<file path="src/rtl/dual_slope_pkg.sv">
// rtl/dual_slope_pkg.sv - shared types and constants for the dual-slope sequencer
package dual_slope_pkg;

  typedef enum logic [1:0] {
    IDLE,
    AZ,
    INT,
    DEINT
  } state_t;

  // One-hot switch selects: {refn, refp, in, az}
  typedef logic [3:0] sw_t;
  localparam sw_t SW_OFF  = 4'b0000;
  localparam sw_t SW_AZ   = 4'b0001;
  localparam sw_t SW_IN   = 4'b0010;
  localparam sw_t SW_REFP = 4'b0100;
  localparam sw_t SW_REFN = 4'b1000;

  localparam int unsigned DEF_CNT_WIDTH  = 16;
  localparam int unsigned DEF_AZ_CYCLES  = 1000;
  localparam int unsigned DEF_INT_CYCLES = 10000;
  localparam int unsigned DEF_MAX_DEINT  = 20000;

endpackage

</file>
<file path="src/rtl/phase_timer.sv">
// rtl/phase_timer.sv - loadable up/down phase counter with terminal-count flag
module phase_timer #(
  parameter int unsigned WIDTH = 16
) (
  input  logic             clk_i,
  input  logic             rst_ni,
  input  logic             load,
  input  logic [WIDTH-1:0] load_val,
  input  logic             en,
  input  logic             up,
  input  logic [WIDTH-1:0] term,
  output logic [WIDTH-1:0] count,
  output logic             tc
);

  always_ff @(posedge clk_i or negedge rst_ni) begin
    if (!rst_ni) begin
      count <= '0;
    end else if (load) begin
      count <= load_val;
    end else if (en) begin
      count <= up ? count + 1'b1 : count - 1'b1;
    end
  end

  assign tc = (count == term);

endmodule

</file>
<file path="src/rtl/dual_slope_ctrl.sv">
// rtl/dual_slope_ctrl.sv - dual-slope conversion sequencer; DUAL_SLOPE_AUTOZERO_EN builds the auto-zero phase
module dual_slope_ctrl
  import dual_slope_pkg::*;
#(
  parameter int unsigned CNT_WIDTH  = DEF_CNT_WIDTH,
  parameter int unsigned AZ_CYCLES  = DEF_AZ_CYCLES,
  parameter int unsigned INT_CYCLES = DEF_INT_CYCLES,
  parameter int unsigned MAX_DEINT  = DEF_MAX_DEINT
) (
  input  logic                 clk_i,
  input  logic                 rst_ni,
  input  logic                 start_i,
  input  logic                 abort_i,
  input  logic                 cmp_i,
  output logic                 sw_az_o,
  output logic                 sw_in_o,
  output logic                 sw_refp_o,
  output logic                 sw_refn_o,
  output logic                 busy_o,
  output logic [CNT_WIDTH-1:0] result_o,
  output logic                 polarity_o,
  output logic                 overrange_o,
  output logic                 result_valid_o,
  input  logic                 result_ready_i
);

`ifdef DUAL_SLOPE_AUTOZERO_EN
  localparam bit AUTOZERO = 1'b1;
`else
  localparam bit AUTOZERO = 1'b0;
`endif

  localparam logic [CNT_WIDTH-1:0] INT_LOAD   = CNT_WIDTH'(INT_CYCLES - 1);
  localparam logic [CNT_WIDTH-1:0] FIRST_LOAD = AUTOZERO ? CNT_WIDTH'(AZ_CYCLES - 1) : INT_LOAD;
  localparam logic [CNT_WIDTH-1:0] DEINT_TERM = CNT_WIDTH'(MAX_DEINT - 1);
  localparam state_t               FIRST_ST   = AUTOZERO ? AZ : INT;
  localparam sw_t                  FIRST_SW   = AUTOZERO ? SW_AZ : SW_IN;

  state_t               state;
  sw_t                  sw_q;
  logic                 pol;
  logic                 reg_free;
  logic                 t_load, t_en, t_up, t_tc;
  logic [CNT_WIDTH-1:0] t_val, t_term, count;

  assign reg_free = !result_valid_o || result_ready_i;

  // Phases count down to 0; DEINT counts up from 0 while the integrator has not crossed.
  always_comb begin
    t_load = 1'b0;
    t_val  = '0;
    t_en   = 1'b0;
    t_up   = 1'b0;
    t_term = '0;
    case (state)
      IDLE: begin
        t_load = start_i && reg_free;
        t_val  = FIRST_LOAD;
      end
      AZ: begin
        t_en   = 1'b1;
        t_load = t_tc;
        t_val  = INT_LOAD;
      end
      INT: begin
        t_en   = 1'b1;
        t_load = t_tc;
      end
      DEINT: begin
        t_up   = 1'b1;
        t_term = DEINT_TERM;
        t_en   = (cmp_i == pol);
      end
      default: ;
    endcase
  end

  phase_timer #(.WIDTH(CNT_WIDTH)) u_timer (
    .clk_i    (clk_i),
    .rst_ni   (rst_ni),
    .load     (t_load),
    .load_val (t_val),
    .en       (t_en),
    .up       (t_up),
    .term     (t_term),
    .count    (count),
    .tc       (t_tc)
  );

  always_ff @(posedge clk_i or negedge rst_ni) begin
    if (!rst_ni) begin
      state          <= IDLE;
      sw_q           <= SW_OFF;
      busy_o         <= 1'b0;
      pol            <= 1'b0;
      result_o       <= '0;
      polarity_o     <= 1'b0;
      overrange_o    <= 1'b0;
      result_valid_o <= 1'b0;
    end else begin
      if (result_valid_o && result_ready_i) result_valid_o <= 1'b0;
      if (abort_i) begin
        state  <= IDLE;
        sw_q   <= SW_OFF;
        busy_o <= 1'b0;
      end else begin
        case (state)
          IDLE: if (start_i && reg_free) begin
            state  <= FIRST_ST;
            sw_q   <= FIRST_SW;
            busy_o <= 1'b1;
          end
`ifdef DUAL_SLOPE_AUTOZERO_EN
          AZ: if (t_tc) begin
            state <= INT;
            sw_q  <= SW_IN;
          end
`endif
          INT: if (t_tc) begin
            state <= DEINT;
            pol   <= cmp_i;
            sw_q  <= cmp_i ? SW_REFN : SW_REFP;
          end
          // A crossing in the timeout cycle still reports the measured count.
          DEINT: if ((cmp_i != pol) || t_tc) begin
            state          <= IDLE;
            sw_q           <= SW_OFF;
            busy_o         <= 1'b0;
            polarity_o     <= pol;
            overrange_o    <= (cmp_i == pol);
            result_o       <= (cmp_i != pol) ? count : CNT_WIDTH'(MAX_DEINT);
            result_valid_o <= 1'b1;
          end
          default: begin
            state  <= IDLE;
            sw_q   <= SW_OFF;
            busy_o <= 1'b0;
          end
        endcase
      end
    end
  end

  assign sw_az_o   = AUTOZERO && sw_q[0];
  assign sw_in_o   = sw_q[1];
  assign sw_refp_o = sw_q[2];
  assign sw_refn_o = sw_q[3];

endmodule

</file>
<file path="config.mk">
export PLATFORM = sky130hd
export DESIGN_NAME = dual_slope_ctrl
export DESIGN_NICKNAME = d
export VERILOG_FILES = /design/src/rtl/dual_slope_pkg.sv /design/src/rtl/phase_timer.sv /design/src/rtl/dual_slope_ctrl.sv
export SDC_FILE = /design/constraint.sdc
export NUM_CORES = 1
export LEC_CHECK = 0
export CAP_MARGIN = 10
export CORE_MARGIN = 10
export CORE_UTILIZATION = 60
export CTS_BUF_LIST = sky130_fd_sc_hd__clkbuf_2 sky130_fd_sc_hd__clkbuf_4 sky130_fd_sc_hd__clkbuf_8
export DETAILED_ROUTE_END_ITERATION = 10
export GPL_TIMING_DRIVEN = 0
export PLACE_DENSITY = 0.85
export REMOVE_ABC_BUFFERS = 1
export SYNTH_ARGS = -nofsm -noshare
export SYNTH_HDL_FRONTEND = slang
export SYNTH_SLANG_ARGS = --single-unit
</file>
<file path="constraint.sdc">
create_clock -name clk_i -period 7.7 [get_ports clk_i]
set_input_delay 1.155 -clock clk_i [delete_from_list [all_inputs] [get_ports clk_i]]
set_output_delay 1.155 -clock clk_i [all_outputs]
set_load 0.005 [all_outputs]
</file>
==> impl_metrics.csv <==
group,metric,value,unit
hold_path,hp-class,"reg -> reg",
timing,fin_crit,3.88,ns
timing,setup_viol,0,
placed_design,gp_routability_congestion,0.824,
finish,final_nets,322,
worst_setup_path,start_kind,"flip-flop",
drt,via_count,2055,
logic_synthesis,ys_seq_area_share,41.0,%
timing,finalHoldViolCount,0,
power_and_ir_drop,cellPowerDensity,240,mW/mm2
clock_tree,cts_tree,"yes",
global_routing,grt_max_degree,29,
outcome,status,"finished clean",
clock_tree,clock-root-buffer,"clkbuf_8",
logic_synthesis,ys_warn_count,0,
die,core,0.00406,mm2
placed_design,place.port_buffers,28,
global_routing,overflow,0,
clock_tree,ctsResizeCount,0,
worst_setup_path,worstPathBufferInverterCount,1,
timing,slew_violations,0,
placed_design,dp_cells,334,
timing,max_freq,258,MHz
worst_setup_path,end_kind,"flip-flop",
timing,fin_setup_tns,0,ns
power_and_ir_drop,ir_worst_vdd,0.000134,V
logic_synthesis,ys_async_sr_fraction,100,%
worst_setup_path,setup.worst_path.class,"reg -> reg",
logic_synthesis,synth_seq_cells,42,
logic_synthesis,avgSynthCellArea,9.74,um2
die,io_pins,30,
die,die_y,85.4,um
global_routing,grt_pass1_vias,2044,
die,die_x,85.4,um
drt,wl_per_cell,17.0,um
logic_synthesis,synth-edff-count,0,
clock_tree,post_cts_buffers,0,
timing,fin_skew,0.00855,ns
job,cap_violations,0,
die,initial_utilization,63.2,%
logic_synthesis,synth_area,0.00256,mm2
drt,vias_per_cell,6.01,
logic_synthesis,synthFlopType,"dfrtp_1",
global_routing,grt_first_pass_wirelength,9990,um
drt,first_pass_iters,4,
clock_tree,clock_path_buffers,2,
clock_tree,hold_buffers,0,
finish,area_growth,16.0,%
logic_synthesis,synthCells,263,
placed_design,dp_hpwl,4190,um
worst_setup_path,max_stage_delay,0.60,ns
power_and_ir_drop,p_leak,1.34,nW
worst_setup_path,critPathArrivalTime,4.07,ns
worst_setup_path,cp.required,7.89,ns
clock_tree,cts_buffers,5,
timing,worstMarginPinSlew,0.878,ns
drt,remaining_drc_errors,0,
clock_tree,path_clk_slew,0.08,ns
worst_setup_path,crit_slowest_cell,"ha_1",
finish,drive_above_1_share,7.53,%
drt,totalWireLength,5810,um
timing,relSlewSlack,41.2,%
finish,antenna_cells,0,
clock_tree,clk_latency,0.30,ns
worst_setup_path,path_cells,"ha_1, inv_1, ha_1, nor4b_2, nand4_1, or3_1, nand2_1, nand2_2, mux2_1",
worst_setup_path,cp_top_family,"simple AND/OR/NAND/NOR gates",
finish,fin_cells,342,
finish,fillers,297,
logic_synthesis,yosysUniqueCellTypes,51,
clock_tree,clock-sinks,42,
global_routing,antenna_found_initial,0,
worst_setup_path,cp_common_cell,"ha_1",
die,rows,23,
timing,fin_crit_sh,50.4,%
drt,postRouteAntennaNets,0,
drt,dr.first_iter.drc_count,179,
worst_setup_path,worstPathMaxFanout,23,
clock_tree,htreeDepth,2,
die,die_area,0.00728,mm2
timing,rsz0062_at_grt,"no",
global_routing,grt.total_usage,16.5,%
## worst paths after layout
path                                 startpoint                 endpoint  slack (ns)  cells after the start
max                        state[0]$_DFFE_PN0P_   polarity_o$_DFFE_PN0P_        3.82                      9
min                         sw_q[2]$_DFFE_PN0P_      sw_q[2]$_DFFE_PN0P_        0.49                      2
max reg2reg                state[0]$_DFFE_PN0P_   polarity_o$_DFFE_PN0P_        3.82                      9
min reg2reg                 sw_q[2]$_DFFE_PN0P_      sw_q[2]$_DFFE_PN0P_        0.49                      2
max in group asynchronous                rst_ni  overrange_o$_DFFE_PN0P_        6.46                      2
min in group asynchronous                rst_ni  result_o[6]$_DFFE_PN0P_        0.76                      1
## routing by layer
layer | GRT usage (%) | up-vias | part of all wire [%]
li1 | - | 1003 | -
met1 | 21.2 | 990 | 45
met3 | 4.21 | 6 | 6.2
met4 | 3.89 | 0 | 0.93
met5 | 0 | - | 0
met2 | 26.9 | 56 | 48
## logic make-up (layout without fill, tap and decap cells)
family	Yosys count	count (layout)	share of synthesized area, %
adder cells (fa/ha/maj)	25	25	12.5
buffers and inverters	16	45	3.03
other	1	1	0.146
XOR/XNOR	15	15	5.42
flip-flops	42	42	41.0
AND/OR/NAND/NOR	70	70	13.4
multiplexers	4	4	1.66
AO/OA/AOI/OAI	90	90	22.9
## Yosys cell counts, types with 2 or more instances
cell type  number  share of area [%]
dfrtp_1        42                 41
nand2_1        29                4.2
a21oi_1        24                4.7
ha_1           24                 12
o21ai_0        21                4.1
nor2_1         14                2.1
a22o_1         11                3.8
o21ai_1         9                1.8
a21o_1          7                2.1
inv_1           7                1.0
xnor2_1         7                2.4
xor2_1          7                2.4
and3_1          4               0.98
and2_1          3               0.73
clkbuf_1        3               0.44
nand3_1         3               0.59
nor3_1          3               0.59
a211oi_1        2               0.59
a31oi_1         2               0.49
buf_4           2               0.59
mux2_1          2               0.88
mux2i_1         2               0.78
nand2b_1        2               0.49
nand4_1         2               0.49
nor2b_1         2               0.49
o21a_1          2               0.59
o21bai_1        2               0.59
or3_1           2               0.49
## report_power, final
part           internal, mW  leakage [nW]  total, mW  switching (mW)
Combinational         0.128         0.741      0.289           0.161
Clock                0.0721        0.0472      0.151          0.0786
Sequential            0.245         0.552      0.274          0.0293
Total                 0.445          1.34      0.714           0.269
## worst register-to-register path, cell delays in order, from the launching register on
cell,delay [ns]
dfrtp_1,0.42
ha_1,0.51
inv_1,0.55
ha_1,0.60
nor4b_2,0.28
nand4_1,0.17
or3_1,0.45
nand2_1,0.12
nand2_2,0.27
mux2_1,0.41
## layout by cell type (no fill, tap or decap), drive strengths merged, types with 3 or more instances in the layout
| master | n |
|---|---|
| clkbuf | 6 |
| inv | 8 |
| nand3 | 3 |
| nor3 | 4 |
| ha | 24 |
| and2 | 3 |
| a21o | 7 |
| a31oi | 3 |
| xor2 | 7 |
| a22o | 11 |
| a21oi | 25 |
| nor2 | 14 |
| o21ai | 30 |
| xnor2 | 8 |
| nand2 | 30 |
| clkdlybuf4s50 | 27 |
| dfrtp | 42 |
| and3 | 4 |
## flip-flops by register name, indices dropped and copies added (netlist names)
signal and cells:
state 2, busy_o 1, result_o 16, pol 1
result_valid_o 1, overrange_o 1, polarity_o 1, u_timer.count 16
sw_q 3
## through the flow
step | total power [mW] | hold WS [ns] | util, % | instance area [um2] | setup WS (ns)
2_1_floorplan | 0.490 | 0.473 | - | 2510 | 4.63
3_3_place_gp | 0.547 | 0.463 | 70.4 | 2860 | 3.99
3_5_place_dp | 0.560 | 0.474 | 70.9 | 2880 | 3.91
4_1_cts | 0.712 | 0.492 | 73.3 | 2970 | 3.87
5_1_grt | 0.763 | 0.532 | 73.3 | 2970 | 3.52
6_report | 0.714 | 0.488 | 73.3 | 2970 | 3.82
## area by class of cell
type | count | area, um2 | area share [%]
inverter | 8 | 30.0 | 1.01
clock inverter | 2 | 12.5 | 0.421
clock buffer | 6 | 82.6 | 2.78
multi-input combinational | 205 | 1440 | 48.4
timing repair buffer | 29 | 295 | 9.93
tap | 50 | 62.6 | 2.10
sequential | 42 | 1050 | 35.4
(Power assumes the default switching activity.)
